==> config.mk <==
export PLATFORM = sky130hd
export DESIGN_NAME = tx_pkt_fifo
export DESIGN_NICKNAME = d
export VERILOG_FILES = /design/src/rtl/tx_pkt_fifo.sv
export SDC_FILE = /design/constraint.sdc
export NUM_CORES = 2
export LEC_CHECK = 0
export CAP_MARGIN = 20
export CORE_AREA = 3 3 422 424
export DETAILED_ROUTE_END_ITERATION = 10
export DIE_AREA = 0 0 425 427
export SLEW_MARGIN = 25
export SYNTH_ARGS = -nofsm -noshare
export SYNTH_HDL_FRONTEND = slang
export SYNTH_SLANG_ARGS = --single-unit
==> constraint.sdc <==
create_clock -name clk -period 9.1 [get_ports clk]
set_input_delay 0.91 -clock clk [delete_from_list [all_inputs] [get_ports clk]]
set_output_delay 0.91 -clock clk [all_outputs]
set_load 0.02 [all_outputs]
==> src/rtl/tx_pkt_fifo.sv <==
// Packet TX FIFO: words stay tentative until wr_commit publishes them to the reader; wr_discard drops them.
// Read latency 1 (rd_data registered); writes rejected while full, reads rejected while empty, both with sticky errors.
module tx_pkt_fifo #(
    parameter int WIDTH        = 8,
    parameter int DEPTH        = 256,
    parameter int AFULL_THRESH = 16,
    parameter int ADDR_BITS    = $clog2(DEPTH)
) (
    input  logic                 clk,
    input  logic                 rst,
    input  logic                 wr_en,
    input  logic [WIDTH-1:0]     wr_data,
    input  logic                 wr_commit,
    input  logic                 wr_discard,
    output logic                 full,
    output logic                 almost_full,
    output logic [ADDR_BITS:0]   free,
    input  logic                 rd_en,
    output logic [WIDTH-1:0]     rd_data,
    output logic                 rd_valid,
    output logic                 empty,
    output logic [ADDR_BITS:0]   count,
    output logic                 err_ovf,
    output logic                 err_udf,
    input  logic                 err_clr
);

    localparam logic [ADDR_BITS:0] DEPTH_W = (ADDR_BITS+1)'(DEPTH);
    localparam logic [ADDR_BITS:0] ONE_W   = (ADDR_BITS+1)'(1);

    logic [WIDTH-1:0]   mem_q [DEPTH];

    logic [ADDR_BITS:0] wr_ptr_q, wr_ptr_d;
    logic [ADDR_BITS:0] commit_ptr_q, commit_ptr_d;
    logic [ADDR_BITS:0] rd_ptr_q, rd_ptr_d;
    logic [WIDTH-1:0]   rd_data_q;
    logic               rd_valid_q;
    logic               err_ovf_q, err_ovf_d;
    logic               err_udf_q, err_udf_d;

    logic [ADDR_BITS:0] used;
    logic [ADDR_BITS:0] wr_ptr_post;
    logic               full_w, empty_w;
    logic               wr_acc, wr_rej, rd_acc, rd_rej;

    assign used    = wr_ptr_q - rd_ptr_q;
    assign full_w  = (used == DEPTH_W);
    assign empty_w = (commit_ptr_q == rd_ptr_q);

    // A discard swallows any same-cycle write silently, so it can never raise an overflow.
    assign wr_acc = wr_en && !full_w && !wr_discard;
    assign wr_rej = wr_en &&  full_w && !wr_discard;
    assign rd_acc = rd_en && !empty_w;
    assign rd_rej = rd_en &&  empty_w;

    assign wr_ptr_post = wr_acc ? (wr_ptr_q + ONE_W) : wr_ptr_q;

    always_comb begin
        wr_ptr_d     = wr_discard ? commit_ptr_q : wr_ptr_post;
        commit_ptr_d = (wr_commit && !wr_discard) ? wr_ptr_post : commit_ptr_q;
        rd_ptr_d     = rd_acc ? (rd_ptr_q + ONE_W) : rd_ptr_q;
        err_ovf_d    = wr_rej || (err_ovf_q && !err_clr);
        err_udf_d    = rd_rej || (err_udf_q && !err_clr);
    end

    always_ff @(posedge clk) begin
        if (wr_acc) begin
            mem_q[wr_ptr_q[ADDR_BITS-1:0]] <= wr_data;
        end
    end

    always_ff @(posedge clk or posedge rst) begin
        if (rst) begin
            wr_ptr_q     <= '0;
            commit_ptr_q <= '0;
            rd_ptr_q     <= '0;
            rd_data_q    <= '0;
            rd_valid_q   <= 1'b0;
            err_ovf_q    <= 1'b0;
            err_udf_q    <= 1'b0;
        end else begin
            wr_ptr_q     <= wr_ptr_d;
            commit_ptr_q <= commit_ptr_d;
            rd_ptr_q     <= rd_ptr_d;
            rd_valid_q   <= rd_acc;
            err_ovf_q    <= err_ovf_d;
            err_udf_q    <= err_udf_d;
            if (rd_acc) begin
                rd_data_q <= mem_q[rd_ptr_q[ADDR_BITS-1:0]];
            end
        end
    end

    assign full        = full_w;
    assign empty       = empty_w;
    assign free        = DEPTH_W - used;
    assign count       = commit_ptr_q - rd_ptr_q;
    assign almost_full = (32'(free) <= AFULL_THRESH);
    assign rd_data     = rd_data_q;
    assign rd_valid    = rd_valid_q;
    assign err_ovf     = err_ovf_q;
    assign err_udf     = err_udf_q;

endmodule
== Word level (Yosys, flattened, before mapping) ==
Memories as Yosys holds them, arrays and structs flattened. A register that Yosys moved wholly into a read port is not among the register bits.
Index checks and enable logic that the tools add are counted.

* Add/sub/neg operators: 5
* $lt $le $gt $ge: 1
* Equal/unequal tests: 2
* Muxes and demuxes: 4
* Reductions and logical operators: 15

{| class="wikitable"
|+ Operator list
! kind !! count
|-
| $add 9x1->9 const B || 2
|-
| $mux 9 || 2
|-
| $sub 9x9->9 || 2
|-
| $eq 9x9->1 || 1
|-
| $eq 9x9->1 const B || 1
|-
| $le 9x5->1 const B || 1
|-
| $logic_and 1x1->1 || 9
|-
| $sub 9x9->9 const A || 1
|-
| $logic_not 1->1 || 4
|-
| $logic_or 1x1->1 || 2
|-
| $mux 1 || 2
|}

* Flip-flop bits (word level): 30
* RAM bits: 2048
* Input port bits: 15
* Output and inout bits: 32
* Word-level logic and storage cells: 34
* Memories kept: 1

{| class="wikitable"
|+ Memories
! name !! depth !! width !! read ports !! clocked after memory_dff !! write ports !! RTL line !! source
|-
| mem_q || 256 || 8 || 1 || 1 || 1 || 31 || <nowiki>logic [WIDTH-1:0] mem_q [DEPTH];</nowiki>
|}

== Depth between registers and ports, before layout ==
* Depth in word-level cells: 7
* Gate-level depth with buffers: 21
* Depth with buffers taken out: 18

== Worst setup path after synthesis ==
Ideal clock, no wire load.

* Kind: reg2out
* Start: register rd_ptr_q[1]
* End: output almost_full
* Data arrival time: 4044 ps
* Data required time: 8190 ps
* Slack: 4146 ps
* Stages on the path, launching flop included: 15
* Path buffers: 4
* Cells stage by stage: dfrtp_1 -> buf_4 -> buf_4 -> buf_4 -> buf_2 -> inv_2 -> ha_1 -> nor2b_1 -> o21a_1 -> o211a_1 -> a2111oi_0 -> o21ai_0 -> nor4_1 -> ha_1 -> nor4b_1

* Cells in the longest elaborated chain, start to end: 3

{| class="wikitable"
|+ RTL lines
! item !! RTL line !! source
|-
| from (decl) || 35 || <nowiki>logic [ADDR_BITS:0] rd_ptr_q, rd_ptr_d;</nowiki>
|-
| from (signal assigned) || 84 || <nowiki>rd_ptr_q <= rd_ptr_d;</nowiki>
|-
| $sub 9x9->9 || 46 || <nowiki>assign used = wr_ptr_q - rd_ptr_q;</nowiki>
|-
| $sub 9x9->9 || 96 || <nowiki>assign free = DEPTH_W - used;</nowiki>
|-
| net free[8] || 17 || <nowiki>output logic [ADDR_BITS:0] free,</nowiki>
|-
| $le 9x5->1 || 98 || <nowiki>assign almost_full = (32'(free) <= AFULL_THRESH);</nowiki>
|-
| to (decl) || 16 || <nowiki>output logic almost_full,</nowiki>
|}

The timed path passes the listed nets, and every way through them passes these cells.

== Final worst setup path ==
* Start: register rd_ptr_q[1]
* End: output almost_full

* Cells in the longest elaborated chain, start to end: 3

{| class="wikitable"
|+ RTL lines
! item !! RTL line
|-
| $sub 9x9->9 || 46
|-
| $sub 9x9->9 || 96
|-
| $le 9x5->1 || 98
|}

Every way passes these cells.

==> results.md <==
* Status: completed
* Yosys cell types at 72
* CP endpoint kind: primary output
* FF-to-FF End: mem_q[15][5]
* Period minus WS final at approximately 6.4 ns
* Die height at around 430 um
* I/O Pins at 47
* Antenna-violating nets left at 0
* Pwr/cell area at around 300 mW/mm^2
* Worst Hold Slack at 0.5281 ns
* GR Util All Layers at 24.62%
* Nets at 4172
* Pin slew with the least headroom to its limit at roughly 1.1 ns
* PortBufs at 46
* Grt total ovfl at 0
* DIE AREA at approximately 0.18 mm^2
* Kind of critical path: reg2out
* Fin cells at about 6600
* Final setup fails at 0
* Hold Path Stages at 1
* Cells resized by post-CTS repair at 0
* CTS root buffer: clkbuf_16
* Most common cell after layout, fill and taps aside: edfxtp_1
* Crit path required time at just over 8 ns
* Initial core utilization at 47.05%
* Max Clock Skew at around 0.033 ns
* Vias per cell at between 6 and 7
* #FFs+latches synth at 2086
* Placed Area at 0.08489 mm^2
* First-pass GRT wire length at 316.4 mm
* Reg2reg setup slack at roughly 3.3 ns
* Clock buffer depth at 3
* Post-DR wirelength/cell at 33.46 um
* Post-synthesis cell count at 4007
* HP Class: in2reg
* Fmax at 156.3 MHz
* Residual DRC at 0
* Dominant synthesized flop cell: edfxtp_1
* Drt total wl at 221.6 mm
* Setup_tns at 0 ns
* Number of buffers created by CTS at 204
* Reg clk slew, reported paths at ~0.07 ns
* Worst Reg-to-Reg Cells at 15
* Number of DRC markers in iteration 0 at 5531
* Initial antenna violation count at 8
* RSZ-0062 raised after global routing: false
* Final Cell Area at roughly 0.091 mm^2
* Post-CTS Setup Inserts at 0
* Arrival time at the worst endpoint at 5.49 ns
* Min-Delay Startpoint: wr_data[7]
* Ys async rst share at between 1.5 and 2%
* Worst setup SP type: flop
* DRT Pass-1 Iters at 6
* Slew Viols, Final at 0
* IR drop worst, VDD at 0.2393 mV
* Num rows at 153
* Vias at 41210
* Vias in the first global route at 41080
* Placed Cells at 6249
* Post-cts hold buffer count at 0
* Synthesis-to-finish area growth at 11.61%
* Sequential-to-total area share from yosys stat at 76.20%
* Largest net degree at the start of global routing at approximately 170
* H-tree depth at 4
* Die Wd at 425 um
* Critical R2R Launch: rd_ptr_q[1]
* Area contributors post-synth: edfxtp_1 75%, mux4_2 13%, mux2i_1 1.9%, nor2_1 1.6%, dfrtp_1 1.2%
* Worst-path fanout max at 45
* Max cap viols at 0
* Synthesized Nets at 4048
* Start point of the critical path: rd_ptr_q[1]
* GP Congestion at 0.8391
* Slew margin rel. at a little over a quarter
* Insertion delay to the later sink of the worst-skew pair at 0.83 ns
* Synth Area per Inst at 20.45 um^2
* Hpwl dp at between 100 and 150 mm
* Layout cells sized above 1 at 21.50%
* Tcrit/Tclk final at a little over two thirds
* Final Hold Viols at 0
* Mapped cell area at 0.08195 mm^2
* Core Area at about 0.17 mm^2
* Most frequent cells in the layout: 2048 x edfxtp_1, 466 x mux4_2, 336 x nor2_1
* Syn. warnings at 0
* Leakage Power at 28.46 nW
* End of the worst hold path: mem_q[84][7]
* Final Core Density at 52.51%
* Num Clock Sinks at 2086
* CTS tree: built
* EDFF count, synth at 2048
* Synth top area share at 75.04%
* Yosys top cell by area: edfxtp_1
## cells in the mapped netlist (37+ instances only)
library cell and instances:
edfxtp_1 2048, mux4_2 466, nor2_1 340, mux2i_1 154, nand2_1 122, clkbuf_1 94, a21oi_1 75, a22oi_1 59
buf_2 59, nand3_1 50, o21ai_0 43, buf_6 38, dfrtp_1 38, o22ai_1 37
## worst max-delay path, cell delays in order (launching register included)
cell and delay [ns]:
dfrtp_4 0.96, inv_2 0.41, ha_1 0.39, nor2b_1 0.13, o21a_1 0.19, o211a_1 0.22
a2111oi_0 0.53, o21ai_0 0.24, nor4_1 0.29, ha_1 0.31, nor4b_1 0.30, clkdlybuf4s50_1 0.68
## how the worst max path moves through the flow
stage | end | slack [ns] | cells after the start
floorplan | almost_full | 4.15 | 14
global placement | wr_ptr_q[6] | 3.26 | 17
detailed placement | mem_q[111][3] | 3.33 | 16
CTS | almost_full | 2.67 | 11
global route | almost_full | 2.20 | 11
finish | almost_full | 2.70 | 11
## final cells by class
cell class,count,area (um^2)
Sequential cell,2086,62470
Fill cell,13550,82730
Multi-Input combinational cell,1668,18140
Tap cell,2325,2909
Timing Repair Buffer,146,1315
Antenna cell,3,7.507
Clock inverter,112,1100
Clock buffer,257,5440
Inverter,25,98.84
## cells by family after synthesis
group	synth area share, %
and+or+nand+nor	2.940
AOI/OAI and AO/OA	3.148
buffers and inverters	1.803
DFF	76.20
muxes	15.11
xor gates and xnor gates	0.3847
adders and majority gates	0.4153
## where the power goes
part / internal, W / switching (W) / total, W
registers: 0.0106 / 0.000183 / 0.0108
logic: 0.00319 / 0.00502 / 0.00821
clock network: 0.00473 / 0.00359 / 0.00833
## per-stage QoR
stage,setup WS (ns),power [W]
after floorplan,4.146,0.01619
after detailed placement,3.332,0.01924
after global placement,3.259,0.01922
after global routing,2.196,0.02821
final,2.701,0.02735
after CTS,2.674,0.02748
## sequential cells by signal, indices dropped and copies added (netlist names)
signal / cells
rd_ptr_q: 9
err_udf: 1
mem_q: 2048
wr_ptr_q: 9
commit_ptr_q: 9
rd_valid: 1
rd_data: 8
err_ovf: 1
## routing by layer
metal  vias to the layer above  GRT usage (%)  share of wire [%]
met2                      1937          37.96                 47
li1                      16810              -                  -
met5                         -              0             0.0059
met4                         2          7.081                2.9
met1                     22130          35.90                 41
met3                       330          4.972                8.6
Note: power is estimated with default switching activity, not from simulation.
